**src/rtl/vram_arb_pkg.sv**
```systemverilog
// rtl/vram_arb_pkg.sv - shared defaults and source tags for the VRAM arbiter.
package vram_arb_pkg;

   localparam int DEF_ADDR_W     = 16;
   localparam int DEF_DATA_W     = 8;
   localparam int DEF_STARVE_LIM = 64;

   typedef enum logic [1:0] {
      SRC_NONE = 2'd0,
      SRC_VGA  = 2'd1,
      SRC_CPU  = 2'd2
   } src_e;

endpackage

```
**src/rtl/vram_rd_pipe.sv**
```systemverilog
// rtl/vram_rd_pipe.sv - two-stage source-tag pipeline steering RAM read data back to VGA or CPU.
module vram_rd_pipe
   import vram_arb_pkg::*;
#(
   parameter int DATA_W = DEF_DATA_W
) (
   input  logic              clk,
   input  logic              rst,
   input  src_e              issue_src,
   input  logic [DATA_W-1:0] mem_rdata,
   output logic              vga_valid,
   output logic [DATA_W-1:0] vga_data,
   output logic              cpu_rvalid,
   output logic [DATA_W-1:0] cpu_rdata
);

   src_e              tag_s1_q, tag_s1_d;
   src_e              tag_s2_q, tag_s2_d;
   logic              vga_valid_q, vga_valid_d;
   logic [DATA_W-1:0] vga_data_q, vga_data_d;
   logic              cpu_rvalid_q, cpu_rvalid_d;
   logic [DATA_W-1:0] cpu_rdata_q, cpu_rdata_d;

   // RAM data is only valid during the cycle after stage 2, so it is captured on leaving stage 2.
   always_comb begin
      tag_s1_d     = issue_src;
      tag_s2_d     = tag_s1_q;
      vga_valid_d  = (tag_s2_q == SRC_VGA);
      cpu_rvalid_d = (tag_s2_q == SRC_CPU);
      vga_data_d   = vga_data_q;
      cpu_rdata_d  = cpu_rdata_q;
      if (vga_valid_d) begin
         vga_data_d = mem_rdata;
      end
      if (cpu_rvalid_d) begin
         cpu_rdata_d = mem_rdata;
      end
   end

   always_ff @(posedge clk or negedge rst) begin
      if (!rst) begin
         tag_s1_q     <= SRC_NONE;
         tag_s2_q     <= SRC_NONE;
         vga_valid_q  <= 1'b0;
         vga_data_q   <= '0;
         cpu_rvalid_q <= 1'b0;
         cpu_rdata_q  <= '0;
      end else begin
         tag_s1_q     <= tag_s1_d;
         tag_s2_q     <= tag_s2_d;
         vga_valid_q  <= vga_valid_d;
         vga_data_q   <= vga_data_d;
         cpu_rvalid_q <= cpu_rvalid_d;
         cpu_rdata_q  <= cpu_rdata_d;
      end
   end

   assign vga_valid  = vga_valid_q;
   assign vga_data   = vga_data_q;
   assign cpu_rvalid = cpu_rvalid_q;
   assign cpu_rdata  = cpu_rdata_q;

endmodule

```
**src/rtl/vram_arbiter.sv**
```systemverilog
// rtl/vram_arbiter.sv - single-port VRAM arbiter: absolute VGA priority, one-entry CPU slot.
// Define VRAM_CPU_READ_EN to enable CPU loads; without it loads are dropped at accept.
module vram_arbiter
   import vram_arb_pkg::*;
#(
   parameter int ADDR_W     = DEF_ADDR_W,
   parameter int DATA_W     = DEF_DATA_W,
   parameter int STARVE_LIM = DEF_STARVE_LIM
) (
   input  logic              clk,
   input  logic              rst,
   input  logic              vga_req,
   input  logic [ADDR_W-1:0] vga_addr,
   output logic [DATA_W-1:0] vga_data,
   output logic              vga_valid,
   input  logic              cpu_req,
   input  logic              cpu_we,
   input  logic [ADDR_W-1:0] cpu_addr,
   input  logic [DATA_W-1:0] cpu_wdata,
   output logic              cpu_ready,
   output logic [DATA_W-1:0] cpu_rdata,
   output logic              cpu_rvalid,
   output logic              cpu_starved,
   output logic [ADDR_W-1:0] mem_addr,
   output logic              mem_we,
   output logic [DATA_W-1:0] mem_wdata,
   input  logic [DATA_W-1:0] mem_rdata
);

   localparam int WAIT_W = $clog2(STARVE_LIM + 1);

   logic              slot_full_q, slot_full_d;
   logic              slot_we_q, slot_we_d;
   logic [ADDR_W-1:0] slot_addr_q, slot_addr_d;
   logic [DATA_W-1:0] slot_wdata_q, slot_wdata_d;
   logic [WAIT_W-1:0] wait_q, wait_d;
   logic              starved_q, starved_d;
   logic [ADDR_W-1:0] mem_addr_q, mem_addr_d;
   logic              mem_we_q, mem_we_d;
   logic [DATA_W-1:0] mem_wdata_q, mem_wdata_d;
   src_e              issue_src;
   logic              accept;

`ifdef VRAM_CPU_READ_EN
   assign accept = cpu_req & ~slot_full_q;
`else
   assign accept = cpu_req & ~slot_full_q & cpu_we;
`endif

   always_comb begin
      mem_addr_d   = mem_addr_q;
      mem_wdata_d  = mem_wdata_q;
      mem_we_d     = 1'b0;
      issue_src    = SRC_NONE;
      slot_full_d  = slot_full_q;
      slot_we_d    = slot_we_q;
      slot_addr_d  = slot_addr_q;
      slot_wdata_d = slot_wdata_q;
      wait_d       = wait_q;
      starved_d    = starved_q;

      if (vga_req) begin
         mem_addr_d = vga_addr;
         issue_src  = SRC_VGA;
         if (slot_full_q && (wait_q != WAIT_W'(STARVE_LIM))) begin
            wait_d = wait_q + 1'b1;
         end
      end else if (slot_full_q) begin
         mem_addr_d  = slot_addr_q;
         mem_we_d    = slot_we_q;
         slot_full_d = 1'b0;
         wait_d      = '0;
         if (slot_we_q) begin
            mem_wdata_d = slot_wdata_q;
         end else begin
            issue_src = SRC_CPU;
         end
      end

      if (wait_d == WAIT_W'(STARVE_LIM)) begin
         starved_d = 1'b1;
      end

      // accept looks at the pre-edge slot state, so a slot drained this edge is refilled next edge at the earliest.
      if (accept) begin
         slot_full_d  = 1'b1;
         slot_we_d    = cpu_we;
         slot_addr_d  = cpu_addr;
         slot_wdata_d = cpu_wdata;
      end
   end

   always_ff @(posedge clk or negedge rst) begin
      if (!rst) begin
         slot_full_q  <= 1'b0;
         slot_we_q    <= 1'b0;
         slot_addr_q  <= '0;
         slot_wdata_q <= '0;
         wait_q       <= '0;
         starved_q    <= 1'b0;
         mem_addr_q   <= '0;
         mem_we_q     <= 1'b0;
         mem_wdata_q  <= '0;
      end else begin
         slot_full_q  <= slot_full_d;
         slot_we_q    <= slot_we_d;
         slot_addr_q  <= slot_addr_d;
         slot_wdata_q <= slot_wdata_d;
         wait_q       <= wait_d;
         starved_q    <= starved_d;
         mem_addr_q   <= mem_addr_d;
         mem_we_q     <= mem_we_d;
         mem_wdata_q  <= mem_wdata_d;
      end
   end

   assign cpu_ready   = ~slot_full_q;
   assign cpu_starved = starved_q;
   assign mem_addr    = mem_addr_q;
   assign mem_we      = mem_we_q;
   assign mem_wdata   = mem_wdata_q;

   vram_rd_pipe #(
      .DATA_W (DATA_W)
   ) u_rd_pipe (
      .clk        (clk),
      .rst        (rst),
      .issue_src  (issue_src),
      .mem_rdata  (mem_rdata),
      .vga_valid  (vga_valid),
      .vga_data   (vga_data),
      .cpu_rvalid (cpu_rvalid),
      .cpu_rdata  (cpu_rdata)
   );

endmodule

```
**config.mk**
```make
export PLATFORM = sky130hd
export DESIGN_NAME = vram_arbiter
export DESIGN_NICKNAME = d
export VERILOG_FILES = /design/src/rtl/vram_arb_pkg.sv /design/src/rtl/vram_rd_pipe.sv /design/src/rtl/vram_arbiter.sv
export SDC_FILE = /design/constraint.sdc
export NUM_CORES = 1
export LEC_CHECK = 0
export ABC_AREA = 0
export CAP_MARGIN = 20
export CELL_PAD_IN_SITES_DETAIL_PLACEMENT = 1
export CELL_PAD_IN_SITES_GLOBAL_PLACEMENT = 2
export CORE_UTILIZATION = 30
export CTS_CLUSTER_SIZE = 12
export DETAILED_ROUTE_END_ITERATION = 16
export PLACE_DENSITY = 0.86
export SLEW_MARGIN = 15
export SYNTH_ARGS = -nofsm -noshare
export SYNTH_HDL_FRONTEND = slang
export SYNTH_SLANG_ARGS = --single-unit
```
**constraint.sdc**
```tcl
create_clock -name clk -period 2.4 [get_ports clk]
set_clock_uncertainty 0.05 [all_clocks]
set_input_delay 0.24 -clock clk [delete_from_list [all_inputs] [get_ports clk]]
set_output_delay 0.24 -clock clk [all_outputs]
set_load 0.01 [all_outputs]
```
==> results.md <==
- The run finished with clean final reports.
- The final-layout setup total negative slack is 0 ps.
- The net count after synthesis is 321.
- Counting the fill cells in the layout gives 1142.
- The most used flip-flop cell after synthesis is sky130_fd_sc_hd__dfrtp_1.
- The half-perimeter wire length of the detailed placement result is 5.51 mm.
- The quantity of I/O buffers inserted on ports is 97.
- After global routing the overflow that remains totals 0.
- The critical path arrival is 2270 ps.
- The maximum number of pins on one net before global-route repair is 46.
- Setup violations remaining at the end of the flow were counted as 0.
- After floorplanning, the core was divided into 37 placement rows.
- Setup repair after global routing left no endpoint under its margin.
- TritonCTS created 9 clock buffers.
- The distinct cell type count after synthesis is 32.
- The floorplan step set the die width to 107 µm.
- The detailed router finished its first iteration with 46 violations.
- For the worst setup path, the data required time is 2610 ps.
- Pin placement for this block handled 98 I/O pins.
- The internal power of the cells totals 0.00267 W.
- The slew at the pin with the worst max-slew slack is 505 ps.
- Counting every sink on the clock net gives 81.
- sky130_fd_sc_hd__dfrtp_1 is the most common cell in the netlist.
- The number of global-route vias before repair is 2536.
- The switching portion of total power is 27.4%.
- Sorting the synthesized cells by area gives the leading types as sky130_fd_sc_hd__dfrtp_1 62%, sky130_fd_sc_hd__mux2_2 12%, sky130_fd_sc_hd__nand2_1 5.6%.
- The total of cells resized after clock tree synthesis is 0.
- After floorplanning, the core was sized to cover 0.0105 mm².
- After layout, the minimum clock period comes to 2070 ps.
- The number of max-cap violations is 0.
- For this configuration, the core starts out at a cell density of 31.4%.
- The synthesized design spends more area on one cell type than any other, namely sky130_fd_sc_hd__dfrtp_1.
- The number of hold buffers added after CTS is 1.
- The tree is rooted in a sky130_fd_sc_hd__clkbuf_8.
- The fraction of the core area covered by cells at the end of the flow is 44.8%.
- The fraction of layout cells with a size suffix above 1 is 17.0%.
- Summing every instance area after synthesis gives 0.00329 mm².
- In this run the deepest clock path goes through 2 buffers.
- The worst hold slack after final layout is 303 ps.
- The deepest level of the CTS H-tree is 3.
- The worst pin sits at a relative slew slack of 66.4%.
- The final count of pins violating max slew is 0.
- For this run, the total global-route usage over all layers was measured as 14.3%.
- The number of cell instances on the worst register-to-register path is 7.
- The fraction of power consumed by sequential logic is 47.1%.
- The routed layout has 2363 vias.
- In this run the worst hold path is classified as flip-flop to flip-flop.
- The detail route stage leaves a number of antenna-violating nets equal to 0.
- The antenna cell count is 0.
- The height of the chip is 107 µm.
- The post-synthesis cell count is 266.
- The portion of synthesized cell area occupied by the leading cell type is 61.7%.
- The average routed wire per standard cell is 15.0 µm.
- The worst setup path startpoint is wait_q[0].
- The count of yosys warnings during synthesis is 0.
- The signed area change from the synthesized netlist to the final layout is 42.5%.
- The total power divided by cell area is 786 mW/mm².
- The die area is 0.0114 mm².
- In this run, the combinational gates consume 21.6% of the power.
- The highest fanout seen on the critical path is 7.
- The largest voltage drop on the vdd net is 0.330 mV.
- The wire length of the first global-routing pass is 12.5 mm.
- The analysis attributes to net switching a power of 0.00101 W.
- The final wirelength is 7.66 mm.
- Sorting the synthesized cells by how often they occur yields 81 x sky130_fd_sc_hd__dfrtp_1, 49 x sky130_fd_sc_hd__nand2_1, 34 x sky130_fd_sc_hd__mux2_2.
- The synthesized design contains 0 enable-type register cells.
- For this run, design rule violations remaining after detail routing come to 0.
- The number of synthesized register bits is 81.
- The critical path launch point type is a flip-flop.
- The CTS tree is done.
- The post-CTS setup repair buffer count is 0.
- In the synthesized netlist the async set-or-reset flop fraction comes to 100%.
- The average instance area after synthesis is 12.4 µm².
- The clock-pin slew of the registers on the worst-case setup and hold paths is 90 ps.
- The timing-limited maximum frequency is 483 MHz.
- Dividing the detail-routed via count by the number of cells gives 4.62.
- The final RePlAce weighted congestion is 0.773.
- The post-route fraction of the period consumed by the critical path is 86.2%.
- Sequential elements use 61.7% of the synthesized area.
- Counting instances, the worst hold path has a depth of 0.
- The first detailed-routing pass took 4 iterations.
- For this run, the post-layout net count is 426.
- In this run the critical register-to-register path is launched from wait_q[0].
- Summed over all cells, the static leakage comes to 2.03 nW.
- The launch instance of the worst min-delay path is u_rd_pipe.tag_s1_q[1].
- The hold violation total from the final report is 0.
- The number of antenna violations at the first check in global routing came to 0.
- The insertion delay of the later-clocked pin in the worst-skew pair is 350 ps.
- STA classifies the critical path endpoint as a flip-flop.
- The clock network is responsible for 31.3% of the overall power.
- The kind of critical path is flip-flop to flip-flop.
[final timing paths]
| kind | to | slack [ps] |
|---|---|---|
| min in group asynchronous | wait_q[2] | 340 |
| hold reg to reg | u_rd_pipe.tag_s2_q[1] | 300 |
| hold / removal | u_rd_pipe.tag_s2_q[1] | 300 |
| setup reg to reg | cpu_starved | 330 |
| setup / recovery | cpu_starved | 330 |
| max in group asynchronous | slot_we_q | 1360 |
[metal layers]
layer / GRT usage, % / vias up / part of all wire [%]
met3: 3.59 / 9 / 5.3
met1: 18.7 / 1162 / 46
met4: 5.28 / 0 / 1.6
met2: 23.0 / 71 / 47
met5: 0 / - / 0
li1: - / 1121 / -
[worst max-delay path, stage by stage, from the launching register on]
cell                       delay [ps]
sky130_fd_sc_hd__dfrtp_1          460
sky130_fd_sc_hd__clkinv_1          90
sky130_fd_sc_hd__ha_1             140
sky130_fd_sc_hd__nor4b_1          230
sky130_fd_sc_hd__nand3_1          200
sky130_fd_sc_hd__mux2i_1          160
sky130_fd_sc_hd__or3_1            380
sky130_fd_sc_hd__o41ai_2          270
[per-stage QoR]
step	cells	area (µm²)	setup WS [ps]	total power [W]
detailed placement	495	4440	339	0.00257
floorplan	266	3290	539	0.00209
global placement	495	4440	402	0.00253
global route	512	4680	221	0.00388
CTS	512	4680	336	0.00373
finish	512	4680	330	0.00368
[cell type report]
| class | count | area, µm² | area share (%) |
|---|---|---|---|
| Clock buffer | 9 | 124 | 2.64 |
| Clock inverter | 7 | 113 | 2.40 |
| Inverter | 9 | 33.8 | 0.721 |
| Multi-Input combinational cell | 165 | 1170 | 25.0 |
| Sequential cell | 81 | 2030 | 43.3 |
| Tap cell | 136 | 170 | 3.63 |
| Timing Repair Buffer | 105 | 1040 | 22.3 |
[power groups by stage]
stage	Sequential, W	Combinational [W]	Clock, W
after floorplan	0.00178	0.000312	0
after global placement	0.00175	0.000785	0
after detailed placement	0.00176	0.000807	0
after CTS	0.00174	0.000811	0.00119
after global routing	0.00177	0.000872	0.00124
final	0.00173	0.000795	0.00115
[logic make-up after synthesis]
family                     after synthesis  synth area share (%)
DFF                                     81                  61.7
and+or+nand+nor                         72                  9.63
adders and majority gates                2                 0.761
muxes                                   58                  19.2
buffers and inverters                   20                  2.63
AOI/OAI and AO/OA                       33                  6.09
[flip-flops by register name (all words and copies together) (netlist names), 7 cells and up]
signal / cells
mem_addr: 16
slot_addr_q: 16
mem_wdata: 8
slot_wdata_q: 8
u_rd_pipe.cpu_rdata: 8
u_rd_pipe.vga_data: 8
wait_q: 7
[placed cells by master (no fill, tap or decap), types with 6 or more instances in the layout]
master	n
sky130_fd_sc_hd__dfrtp_1	81
sky130_fd_sc_hd__o21ai_0	24
sky130_fd_sc_hd__buf_4	7
sky130_fd_sc_hd__clkbuf_8	9
sky130_fd_sc_hd__mux2_1	6
sky130_fd_sc_hd__nand3_1	6
sky130_fd_sc_hd__clkdlybuf4s50_1	96
sky130_fd_sc_hd__mux2_2	34
sky130_fd_sc_hd__mux2i_1	18
sky130_fd_sc_hd__nand2_1	49
(Power assumes the default switching activity.)
